[src/rtl/mips_pkg.sv]
// Shared definitions for the multicycle MIPS-subset datapath and its controller.
// Latency: none (constants, types and pure functions only).
// Backpressure: n/a.
package mips_pkg;

  // Primary opcodes (IR[31:26])
  localparam logic [5:0] OP_RTYPE = 6'b000000;
  localparam logic [5:0] OP_J     = 6'b000010;
  localparam logic [5:0] OP_JAL   = 6'b000011;
  localparam logic [5:0] OP_BEQ   = 6'b000100;
  localparam logic [5:0] OP_BNE   = 6'b000101;
  localparam logic [5:0] OP_ADDI  = 6'b001000;
  localparam logic [5:0] OP_ORI   = 6'b001101;
  localparam logic [5:0] OP_LUI   = 6'b001111;
  localparam logic [5:0] OP_LW    = 6'b100011;
  localparam logic [5:0] OP_SW    = 6'b101011;

  // R-type function codes (IR[5:0])
  localparam logic [5:0] FN_JR   = 6'b001000;
  localparam logic [5:0] FN_ADD  = 6'b100000;
  localparam logic [5:0] FN_SUB  = 6'b100010;
  localparam logic [5:0] FN_AND  = 6'b100100;
  localparam logic [5:0] FN_OR   = 6'b100101;
  localparam logic [5:0] FN_SLT  = 6'b101010;
  localparam logic [5:0] FN_SLTU = 6'b101011;

  typedef enum logic [3:0] {
    S_FETCH, S_DECODE, S_MEMADR, S_MEMRD, S_MEMWB, S_MEMWR, S_EXEC,
    S_ALUWB, S_IMMEX, S_IMMWB, S_BRANCH, S_JUMP, S_JAL, S_JR
  } state_t;

  // Datapath mux / ALU select encodings
  localparam logic [1:0] RD_RT = 2'b00, RD_RD = 2'b01, RD_RA = 2'b10;
  localparam logic [1:0] MR_ALU = 2'b00, MR_MDR = 2'b01, MR_PC = 2'b10;
  localparam logic [1:0] SB_B = 2'b00, SB_4 = 2'b01, SB_IMM = 2'b10, SB_BROFF = 2'b11;
  localparam logic [2:0] ALU_ADD = 3'b000, ALU_SUB = 3'b001, ALU_FUNCT = 3'b010,
                         ALU_OR = 3'b011, ALU_LUI = 3'b100;
  localparam logic [1:0] PC_ALU = 2'b00, PC_ALUOUT = 2'b01, PC_JUMP = 2'b10, PC_A = 2'b11;

  typedef struct packed {
    logic       pcwrite;
    logic       branch_eq;
    logic       branch_ne;
    logic       iord;
    logic       memread;
    logic       memwrite;
    logic       irwrite;
    logic       regwrite;
    logic [1:0] regdst;
    logic [1:0] memtoreg;
    logic       alusrca;
    logic [1:0] alusrcb;
    logic       zeroext;
    logic [2:0] aluop;
    logic [1:0] pcsrc;
    logic       illegal;
  } ctrl_t;

  // R-type functions the datapath implements (jr included)
  function automatic logic rtype_known(logic [5:0] fn);
    return (fn == FN_ADD) || (fn == FN_SUB) || (fn == FN_AND) || (fn == FN_OR) ||
           (fn == FN_SLT) || (fn == FN_SLTU) || (fn == FN_JR);
  endfunction

  // Whole-instruction legality as seen in DECODE
  function automatic logic instr_known(logic [5:0] op, logic [5:0] fn);
    case (op)
      OP_RTYPE:                        return rtype_known(fn);
      OP_LW, OP_SW, OP_ADDI, OP_ORI,
      OP_LUI, OP_BEQ, OP_BNE, OP_J,
      OP_JAL:                          return 1'b1;
      default:                         return 1'b0;
    endcase
  endfunction

endpackage

[src/rtl/mc_out_decode.sv]
// Combinational state(+opcode, mem_ready) to control-vector decoder.
// Latency: 0 cycles; pure decode, all-zero while reset is low.
// Backpressure: FETCH write strobes are gated by mem_ready; other states ignore it.
import mips_pkg::*;

module mc_out_decode #(
  parameter int OPW = 6
) (
  input  logic           reset,
  input  state_t         st,
  input  logic [OPW-1:0] opcode,
  input  logic [OPW-1:0] funct,
  input  logic           mem_ready,
  output ctrl_t          ctrl
);

  // Moore decode of the current state; reset low silences every strobe
  always_comb begin
    ctrl = '0;
    if (reset) begin
      case (st)
        S_FETCH: begin
          ctrl.memread = 1'b1;
          ctrl.alusrcb = SB_4;
          ctrl.irwrite = mem_ready;
          ctrl.pcwrite = mem_ready;
        end
        S_DECODE: begin
          ctrl.alusrcb = SB_BROFF;
          ctrl.illegal = !instr_known(opcode, funct);
        end
        S_MEMADR: begin
          ctrl.alusrca = 1'b1;
          ctrl.alusrcb = SB_IMM;
        end
        S_MEMRD: begin
          ctrl.iord    = 1'b1;
          ctrl.memread = 1'b1;
        end
        S_MEMWB: begin
          ctrl.regwrite = 1'b1;
          ctrl.memtoreg = MR_MDR;
        end
        S_MEMWR: begin
          ctrl.iord     = 1'b1;
          ctrl.memwrite = 1'b1;
        end
        S_EXEC: begin
          ctrl.alusrca = 1'b1;
          ctrl.aluop   = ALU_FUNCT;
        end
        S_ALUWB: begin
          ctrl.regwrite = 1'b1;
          ctrl.regdst   = RD_RD;
        end
        S_IMMEX: begin
          ctrl.alusrca = 1'b1;
          ctrl.alusrcb = SB_IMM;
          if (opcode == OP_ORI) begin
            ctrl.aluop   = ALU_OR;
            ctrl.zeroext = 1'b1;
          end else if (opcode == OP_LUI) begin
            ctrl.aluop = ALU_LUI;
          end
        end
        S_IMMWB: ctrl.regwrite = 1'b1;
        S_BRANCH: begin
          ctrl.alusrca   = 1'b1;
          ctrl.aluop     = ALU_SUB;
          ctrl.pcsrc     = PC_ALUOUT;
          ctrl.branch_eq = (opcode == OP_BEQ);
          ctrl.branch_ne = (opcode == OP_BNE);
        end
        S_JUMP: begin
          ctrl.pcwrite = 1'b1;
          ctrl.pcsrc   = PC_JUMP;
        end
        S_JAL: begin
          ctrl.pcwrite  = 1'b1;
          ctrl.pcsrc    = PC_JUMP;
          ctrl.regwrite = 1'b1;
          ctrl.regdst   = RD_RA;
          ctrl.memtoreg = MR_PC;
        end
        S_JR: begin
          ctrl.pcwrite = 1'b1;
          ctrl.pcsrc   = PC_A;
        end
        default: ctrl = '0;
      endcase
    end
  end

endmodule

[src/rtl/multicycle_controller.sv]
// Multicycle MIPS-subset control unit: state register plus next-state logic.
// Latency: lw 5, sw/R/imm 4, branch/jump 3, illegal 2 cycles with memory always ready.
// Backpressure: FETCH, MEMRD and MEMWR hold with stable strobes while mem_ready is low.
import mips_pkg::*;

module multicycle_controller #(
  parameter int OPW = 6
) (
  input  logic           clk,
  input  logic           reset,
  input  logic [OPW-1:0] opcode,
  input  logic [OPW-1:0] funct,
  input  logic           mem_ready,
  output logic           pcwrite,
  output logic           branch_eq,
  output logic           branch_ne,
  output logic           iord,
  output logic           memread,
  output logic           memwrite,
  output logic           irwrite,
  output logic           regwrite,
  output logic [1:0]     regdst,
  output logic [1:0]     memtoreg,
  output logic           alusrca,
  output logic [1:0]     alusrcb,
  output logic           zeroext,
  output logic [2:0]     aluop,
  output logic [1:0]     pcsrc,
  output logic           illegal,
  output logic [3:0]     state
);

  state_t state_q;
  state_t state_d;
  ctrl_t  ctrl;

  // Sequencing: where the current step hands over next
  always_comb begin
    state_d = state_q;
    case (state_q)
      S_FETCH:  if (mem_ready) state_d = S_DECODE;
      S_DECODE: begin
        case (opcode)
          OP_LW, OP_SW:           state_d = S_MEMADR;
          OP_ADDI, OP_ORI, OP_LUI: state_d = S_IMMEX;
          OP_BEQ, OP_BNE:         state_d = S_BRANCH;
          OP_J:                   state_d = S_JUMP;
          OP_JAL:                 state_d = S_JAL;
          OP_RTYPE: begin
            if (funct == FN_JR)          state_d = S_JR;
            else if (rtype_known(funct)) state_d = S_EXEC;
            else                         state_d = S_FETCH;
          end
          default:                state_d = S_FETCH;
        endcase
      end
      S_MEMADR: state_d = (opcode == OP_LW) ? S_MEMRD : S_MEMWR;
      S_MEMRD:  if (mem_ready) state_d = S_MEMWB;
      S_MEMWR:  if (mem_ready) state_d = S_FETCH;
      S_EXEC:   state_d = S_ALUWB;
      S_IMMEX:  state_d = S_IMMWB;
      default:  state_d = S_FETCH;
    endcase
  end

  // State register; reset low restarts at FETCH, abandoning any instruction
  always_ff @(posedge clk) begin
    if (!reset) state_q <= S_FETCH;
    else        state_q <= state_d;
  end

  mc_out_decode #(.OPW(OPW)) u_dec (
    .reset     (reset),
    .st        (state_q),
    .opcode    (opcode),
    .funct     (funct),
    .mem_ready (mem_ready),
    .ctrl      (ctrl)
  );

  assign pcwrite   = ctrl.pcwrite;
  assign branch_eq = ctrl.branch_eq;
  assign branch_ne = ctrl.branch_ne;
  assign iord      = ctrl.iord;
  assign memread   = ctrl.memread;
  assign memwrite  = ctrl.memwrite;
  assign irwrite   = ctrl.irwrite;
  assign regwrite  = ctrl.regwrite;
  assign regdst    = ctrl.regdst;
  assign memtoreg  = ctrl.memtoreg;
  assign alusrca   = ctrl.alusrca;
  assign alusrcb   = ctrl.alusrcb;
  assign zeroext   = ctrl.zeroext;
  assign aluop     = ctrl.aluop;
  assign pcsrc     = ctrl.pcsrc;
  assign illegal   = ctrl.illegal;
  // While reset is low the debug view reads FETCH regardless of the register
  assign state     = reset ? state_q : S_FETCH;

endmodule

[config.mk]
export PLATFORM = sky130hd
export DESIGN_NAME = multicycle_controller
export DESIGN_NICKNAME = d
export VERILOG_FILES = /design/src/rtl/mips_pkg.sv /design/src/rtl/mc_out_decode.sv /design/src/rtl/multicycle_controller.sv
export SDC_FILE = /design/constraint.sdc
export NUM_CORES = 1
export LEC_CHECK = 0
export CORE_UTILIZATION = 44
export DETAILED_ROUTE_END_ITERATION = 7
export GPL_TIMING_DRIVEN = 0
export HOLD_SLACK_MARGIN = 0.03
export PLACE_DENSITY = 0.86
export SKIP_CTS_REPAIR_TIMING = 1
export SYNTH_ARGS = -nofsm -noshare
export SYNTH_HDL_FRONTEND = slang
export SYNTH_SLANG_ARGS = --single-unit
[constraint.sdc]
create_clock -name clk -period 5.1 [get_ports clk]
set_clock_uncertainty 0.2 [all_clocks]
set_input_delay 1.275 -clock clk [delete_from_list [all_inputs] [get_ports clk]]
set_output_delay 1.275 -clock clk [all_outputs]
set_load 0.05 [all_outputs]
==> out/metrics.json, run 1 <==
{
  "run_status": {
    "run_status": "complete, no violations"
  },
  "worst_setup_path": {
    "regToRegEndpoint": "state_q[2]",
    "crit_fanout": 5,
    "cp-start-kind": "input pin",
    "cp_data_required_time_ps": 3620,
    "rr_startpoint": "state_q[2]",
    "cp_data_arrival_time_ps": 3560,
    "reg2reg_slack_ps": 3270,
    "worst-r2r-cell-count": 6,
    "end_kind": "output port",
    "setup.worst_path.class": "input pin to output port"
  },
  "finish": {
    "areaGrowthSynthToFinish_pct": 49.3,
    "largest_register_ff_count": 4,
    "registers.top_by_ff_count": "state_q",
    "largest_registers": "state_q x4",
    "antenna_cells_inserted": 0,
    "num-nets-final": 190,
    "layout.cell_area.non_filler_um2": 1280,
    "fraction_of_layout_instances_using_a_drive_strength_above_1_pct": 13.3
  },
  "job": {
    "cap_viol_max_count": 0
  },
  "sta": {
    "worst_pin_slew_ps": 509,
    "setup_ws_ps": 67.4,
    "post-route-period-util_pct": 98.7,
    "hold_violations": 0,
    "setup_repair_after_global_routing_missed_its_margin": "no",
    "timing.final.max_slew_violations": 0,
    "setup_viol": 0,
    "holdWs_ps": 533,
    "max_clock_freq_mhz": 199,
    "timing.final.crit_period_ps": 5030,
    "setup_total_negative_slack_ps": 0,
    "relSlewSlack_pct": 65.9
  },
  "grt": {
    "grt_first_pass_wirelength_mm": 4.02,
    "maximum_number_of_pins_on_one_net_before_global_route_repair": 11,
    "global_route_total_overflow": 0,
    "initial_antenna_violation_count": 0,
    "grt.total_usage_pct": 25.4,
    "grt_pass1_vias": 960
  },
  "hold_path": {
    "whs_endpoint": "state_q[3]",
    "hold_path_depth": 2,
    "holdCritPathClass": "flop to flop",
    "start_point_of_the_worst_min_delay_path": "state_q[3]"
  },
  "die": {
    "floorplan.die_area_um2": 2120,
    "initial_utilization_pct": 48.4,
    "die_width_um": 46.1,
    "placement_rows": 15,
    "floorplan.core_area_um2": 1760,
    "top_level_ports": 41,
    "die_y_um": 46.1
  },
  "routing": {
    "avgViaCountPerCell": 5.73,
    "antenna_left": 0,
    "first_pass_iters": 4,
    "drc": 0,
    "totalWireLength_mm": 2.42,
    "drt_first_iter_violations": 53,
    "wl_per_cell_um": 12.2,
    "via_count": 1134
  },
  "logic_synthesis": {
    "yosys-top-cells-area": "dfxtp_1, nor2_1, nand2_1, nor3_1, nand2b_1",
    "synth_simple_gate_area_share_pct": 48.9,
    "synthXorXnorAreaFrac_pct": 2.05,
    "synth_compound_area_share_pct": 27.2,
    "synth_top_family_by_area": "simple AND/OR/NAND/NOR gates",
    "synthFlopType": "dfxtp_1",
    "synth_most_common_cell": "nor2_1",
    "yosys_register_bits": 4,
    "cell_area_after_synthesis_um2": 855,
    "yosys.area_share.adder_pct": 0,
    "yosysWarnings": 0,
    "yosys.area.top_type": "dfxtp_1",
    "synthDistinctLibCells": 50,
    "synthesis.nets": 149,
    "synthMuxAreaShare_pct": 1.17,
    "synth_enable_flop_cells": 0,
    "yosysSeqAreaShare_pct": 9.37,
    "synth-async-reset-ratio_pct": 0,
    "synthesis.instances": 134,
    "syn_avg_cell_area_um2": 6.38,
    "ys_top_cells_by_count": "nor2_1, nand2_1, inv_1, nor3_1, a21oi_1",
    "synth_top_area_share_pct": 9.37
  },
  "placement": {
    "detailed_place_hpwl_mm": 1.91,
    "io_buffer_count": 36,
    "preCtsSetupSlack_ps": -74.2,
    "dpl_cell_area_um2": 1250,
    "gpl.final_weighted_congestion": 0.889
  },
  "clock_tree": {
    "clk_root_buffer_cell": "clkbuf_4",
    "numClockSinks": 4,
    "clockBufferDepth": 2,
    "ctsHtreeMaxLevel": 1,
    "cts_tree": "built",
    "cts-buffers-inserted": 3,
    "cts.clk_slew.worst_paths_ps": 50,
    "clkLatencyLatePin_ps": 250
  },
  "power": {
    "total_leakage_power_nw": 0.514,
    "power.density_cell_area_nw_per_um2": 107,
    "totalPowerFinal_w": 0.000136,
    "vdd.ir_drop.worst_uv": 85.1
  }
}
==> how the worst max path moves through the flow <==
| stage | from | endpoint | slack, ps | depth (start not counted) |
|---|---|---|---|---|
| after global placement | opcode[1] | illegal | -40 | 7 |
| after detailed placement | opcode[1] | illegal | -70 | 7 |
| after global routing | opcode[4] | aluop[1] | 20 | 5 |
| after CTS | opcode[1] | illegal | -90 | 7 |
| final | opcode[4] | aluop[1] | 70 | 5 |
| after floorplan | opcode[3] | illegal | 330 | 6 |
==> worst max-delay path: stages <==
cell and delay [ps]:
clkdlybuf4s50_1 480, or2_1 310, or4_4 560, a21oi_2 130, clkdlybuf4s50_1 800
==> placed cells by master, fill, tap and decap left out, drive strengths merged, types with 5 or more instances in the layout <==
master          n
inv             9
nor3            8
clkbuf          7
nor2           17
nand3           5
o21ai           7
nor4            5
a21oi           7
buf             8
nand2b          5
nand2          13
clkdlybuf4s50  33
==> through the flow <==
stage                     utilization, %  cells
final                               72.3    198
after global routing                72.3    198
after CTS                           71.9    198
after detailed placement            70.6    195
after global placement              70.6    195
after floorplan                        -    134
==> where the power goes <==
group | internal [W] | switching (W)
combinational | 0.0000242 | 0.0000369
sequential | 0.0000319 | 0.000000814
clock | 0.0000265 | 0.0000159
total | 0.0000826 | 0.0000536
==> cells by family (layout without fill, tap and decap cells) <==
kind of cell,count (synthesis),count (layout)
AO/OA/AOI/OAI,32,32
XOR/XNOR,2,2
buffers and inverters,21,60
flip-flops,4,4
multiplexers,1,1
AND/OR/NAND/NOR,74,74
==> layer usage <==
metal	up-vias	wire length, um	GRT usage, %
met3	5	138	4.31
met2	60	1170	43.9
met5	-	0	0
li1	565	-	-
met4	0	51	11.8
met1	504	1060	30.2
==> cell type report <==
cell class,count,area [um^2]
flip-flops and latches,4,80.1
clock buffers,3,22.5
inverters,9,33.8
repair buffers,36,368
fillers,166,488
well taps,25,31.3
multi-input cells,109,678
plain buffers,12,62.6
Power figures use the tool's default switching activity.
==> run 2, diff against run 1 <==
--- a/config.mk
+++ b/config.mk
@@ -7,7 +7,6 @@
 export LEC_CHECK = 0
 export CORE_UTILIZATION = 44
 export DETAILED_ROUTE_END_ITERATION = 7
-export GPL_TIMING_DRIVEN = 0
 export HOLD_SLACK_MARGIN = 0.03
 export PLACE_DENSITY = 0.86
 export SKIP_CTS_REPAIR_TIMING = 1
==> out/metrics.json, run 2 (synthesis results as in run 1) <==
{
  "routing": {
    "first_pass_iters": {"value": 4, "change": "unchanged"},
    "avgViaCountPerCell": {"value": 5.89, "change": "was 5.73"},
    "wl_per_cell": {"value": 12.8, "unit": "um", "change": "was 12.2 um"},
    "antenna_left": {"value": 0, "change": "unchanged"},
    "drc": {"value": 0, "change": "unchanged"},
    "totalWireLength": {"value": 2.46, "unit": "mm", "change": "was 2.42 mm"},
    "via_count": {"value": 1130, "change": "was 1134"},
    "drt_first_iter_violations": {"value": 40, "change": "was 53"}
  },
  "power": {
    "seqPwrFrac": {"value": 25.0, "unit": "%", "change": "was 24.0%"},
    "intPower": {"value": 0.0000849, "unit": "W", "change": "was 0.0000826 W"},
    "total_leakage_power": {"value": 0.480, "unit": "nW", "change": "was 0.514 nW"},
    "power_switching": {"value": 0.0000518, "unit": "W", "change": "was 0.0000536 W"},
    "vdd.ir_drop.worst": {"value": 72.4, "unit": "uV", "change": "was 85.1 uV"},
    "totalPowerFinal": {"value": 0.000137, "unit": "W", "change": "was 0.000136 W"},
    "p_clk_share": {"value": 29.4, "unit": "%", "change": "was 31.1%"},
    "pwr-share-comb": {"value": 45.5, "unit": "%", "change": "was 44.8%"},
    "power.switching_fraction": {"value": 37.9, "unit": "%", "change": "was 39.4%"},
    "power.density_cell_area": {"value": 104, "unit": "nW/um^2", "change": "was 107 nW/um^2"}
  },
  "die": {
    "floorplan.die_area": {"value": 2120, "unit": "um^2", "change": "unchanged"},
    "die_y": {"value": 46.1, "unit": "um", "change": "unchanged"},
    "floorplan.core_area": {"value": 1760, "unit": "um^2", "change": "unchanged"},
    "placement_rows": {"value": 15, "change": "unchanged"},
    "die_width": {"value": 46.1, "unit": "um", "change": "unchanged"},
    "top_level_ports": {"value": 41, "change": "unchanged"},
    "initial_utilization": {"value": 48.4, "unit": "%", "change": "unchanged"}
  },
  "clock_tree": {
    "clk_root_buffer_cell": {"value": "clkbuf_4", "change": "unchanged"},
    "cts.clk_slew.worst_paths": {"value": 40, "unit": "ps", "change": "was 50 ps"},
    "clkLatencyLatePin": {"value": 240, "unit": "ps", "change": "was 250 ps"},
    "cts_tree": {"value": "built", "change": "unchanged"},
    "clockBufferDepth": {"value": 2, "change": "unchanged"},
    "ctsHtreeMaxLevel": {"value": 1, "change": "unchanged"},
    "numClockSinks": {"value": 4, "change": "unchanged"},
    "cts-buffers-inserted": {"value": 3, "change": "unchanged"}
  },
  "worst_setup_path": {
    "setup.worst_path.class": {"value": "input pin to output port", "change": "unchanged"},
    "worst-r2r-cell-count": {"value": 5, "change": "was 6"},
    "cp-endpoint": {"value": "irwrite", "change": "was aluop[1]"},
    "cp_data_arrival_time": {"value": 3340, "unit": "ps", "change": "was 3560 ps"},
    "regToRegEndpoint": {"value": "state_q[2]", "change": "unchanged"},
    "cp-start-kind": {"value": "input pin", "change": "unchanged"},
    "reg2reg_slack": {"value": 3190, "unit": "ps", "change": "was 3270 ps"},
    "crit_start": {"value": "reset", "change": "was opcode[4]"},
    "end_kind": {"value": "output port", "change": "unchanged"},
    "crit_fanout": {"value": 12, "change": "was 5"},
    "cp_data_required_time": {"value": 3620, "unit": "ps", "change": "about the same"},
    "rr_startpoint": {"value": "state_q[1]", "change": "was state_q[2]"}
  },
  "job": {
    "cap_viol_max_count": {"value": 0, "change": "unchanged"}
  },
  "grt": {
    "grt.total_usage": {"value": 26.7, "unit": "%", "change": "was 25.4%"},
    "global_route_total_overflow": {"value": 0, "change": "unchanged"},
    "grt_pass1_vias": {"value": 944, "change": "was 960"},
    "maximum_number_of_pins_on_one_net_before_global_route_repair": {"value": 19, "change": "was 11"},
    "initial_antenna_violation_count": {"value": 0, "change": "unchanged"},
    "grt_first_pass_wirelength": {"value": 4.15, "unit": "mm", "change": "was 4.02 mm"}
  },
  "finish": {
    "fillers": {"value": 160, "change": "was 166"},
    "num-nets-final": {"value": 184, "change": "was 190"},
    "largest_registers": {"value": "state_q x4", "change": "unchanged"},
    "areaGrowthSynthToFinish": {"value": 54.3, "unit": "%", "change": "was 49.3%"},
    "layout.cell_area.non_filler": {"value": 1320, "unit": "um^2", "change": "was 1280 um^2"},
    "top_library_cells_by_usage_in_the_layout_fill_and_taps_aside": {"value": "clkdlybuf4s50_1, nor2_1, nand2_1", "change": "unchanged"},
    "antenna_cells_inserted": {"value": 0, "change": "unchanged"},
    "layout.area.seq": {"value": 80.1, "unit": "um^2", "change": "unchanged"},
    "fraction_of_layout_instances_using_a_drive_strength_above_1": {"value": 16.8, "unit": "%", "change": "was 13.3%"},
    "registers.top_by_ff_count": {"value": "state_q", "change": "unchanged"},
    "multiInputGateArea": {"value": 683, "unit": "um^2", "change": "was 678 um^2"},
    "postLayoutCoreUtil": {"value": 74.8, "unit": "%", "change": "was 72.3%"},
    "most_common_cell_after_layout_fill_and_taps_aside": {"value": "clkdlybuf4s50_1", "change": "unchanged"},
    "largest_register_ff_count": {"value": 4, "change": "unchanged"}
  },
  "sta": {
    "timing.final.max_slew_violations": {"value": 0, "change": "unchanged"},
    "post-route-period-util": {"value": 94.4, "unit": "%", "change": "was 98.7%"},
    "setup_viol": {"value": 0, "change": "unchanged"},
    "timing.final.crit_period": {"value": 4810, "unit": "ps", "change": "was 5030 ps"},
    "setup_total_negative_slack": {"value": 0, "unit": "ps", "change": "unchanged"},
    "holdWs": {"value": 629, "unit": "ps", "change": "was 533 ps"},
    "setup_repair_after_global_routing_missed_its_margin": {"value": "no", "change": "unchanged"},
    "relSlewSlack": {"value": 59.6, "unit": "%", "change": "was 65.9%"},
    "worst_pin_slew": {"value": 605, "unit": "ps", "change": "was 509 ps"},
    "max_clock_freq": {"value": 208, "unit": "MHz", "change": "was 199 MHz"},
    "hold_violations": {"value": 0, "change": "unchanged"}
  },
  "placement": {
    "detailed_place_hpwl": {"value": 1.91, "unit": "mm", "change": "about the same"},
    "io_buffer_count": {"value": 40, "change": "was 36"},
    "gpl.final_weighted_congestion": {"value": 0.877, "change": "was 0.889"},
    "dpl_cell_area": {"value": 1290, "unit": "um^2", "change": "was 1250 um^2"}
  },
  "run_status": {
    "run_status": {"value": "complete, no violations", "change": "unchanged"}
  },
  "hold_path": {
    "holdCritPathClass": {"value": "flop to flop", "change": "unchanged"},
    "start_point_of_the_worst_min_delay_path": {"value": "state_q[3]", "change": "unchanged"}
  }
}
run 2: cell types whose count changed in the layout (fill, tap and decap cells not counted), moves of 2 or more:
| cell | before | now |
|---|---|---|
| buf_2 | 5 | 0 |
| clkbuf_1 | 4 | 0 |
| buf_4 | 1 | 5 |
| buf_12 | 0 | 6 |
| dlymetal6s2s_1 | 3 | 0 |
| clkdlybuf4s50_1 | 33 | 31 |
run 2: critical path: stages:
cell             delay (ps)
clkdlybuf4s50_1         700
nand2b_1                170
nor2_1                  190
and3_1                  190
clkdlybuf4s50_1         800
run 2: per-stage QoR:
step           std cells  setup WS (ps)
2_1_floorplan        134            327
3_3_place_gp         189            302
3_5_place_dp         189            198
4_1_cts              192            168
5_1_grt              192            137
6_report             192            286
run 2: power groups by stage:
stage | combinational (W) | sequential (W) | clock, W
2_1_floorplan | 0.0000389 | 0.0000331 | 0
3_3_place_gp | 0.0000600 | 0.0000345 | 0
3_5_place_dp | 0.0000615 | 0.0000346 | 0
4_1_cts | 0.0000618 | 0.0000341 | 0.0000404
5_1_grt | 0.0000677 | 0.0000344 | 0.0000410
6_report | 0.0000622 | 0.0000342 | 0.0000402
run 2: worst min-delay path by stage:
stage	end	slack, ps	depth (start not counted)
6_report	state_q[0]	630	3
4_1_cts	state_q[0]	600	3
2_1_floorplan	state_q[3]	440	2
5_1_grt	state_q[2]	700	2
3_3_place_gp	state_q[0]	600	3
3_5_place_dp	state_q[0]	590	3
run 2: routing by layer:
layer | share of wire, % | up-vias | GRT usage (%)
met5 | 0 | - | 0
met4 | 2.8 | 0 | 12.4
met3 | 5.7 | 7 | 2.35
met2 | 49 | 52 | 47.0
met1 | 42 | 516 | 32.2
li1 | - | 555 | -
run 2: final cells by class:
class	instances	area share, %
Clock buffer	3	1.71
Inverter	9	2.56
Multi-Input combinational cell	109	51.8
Sequential cell	4	6.07
Tap cell	25	2.37
Timing Repair Buffer	42	35.5
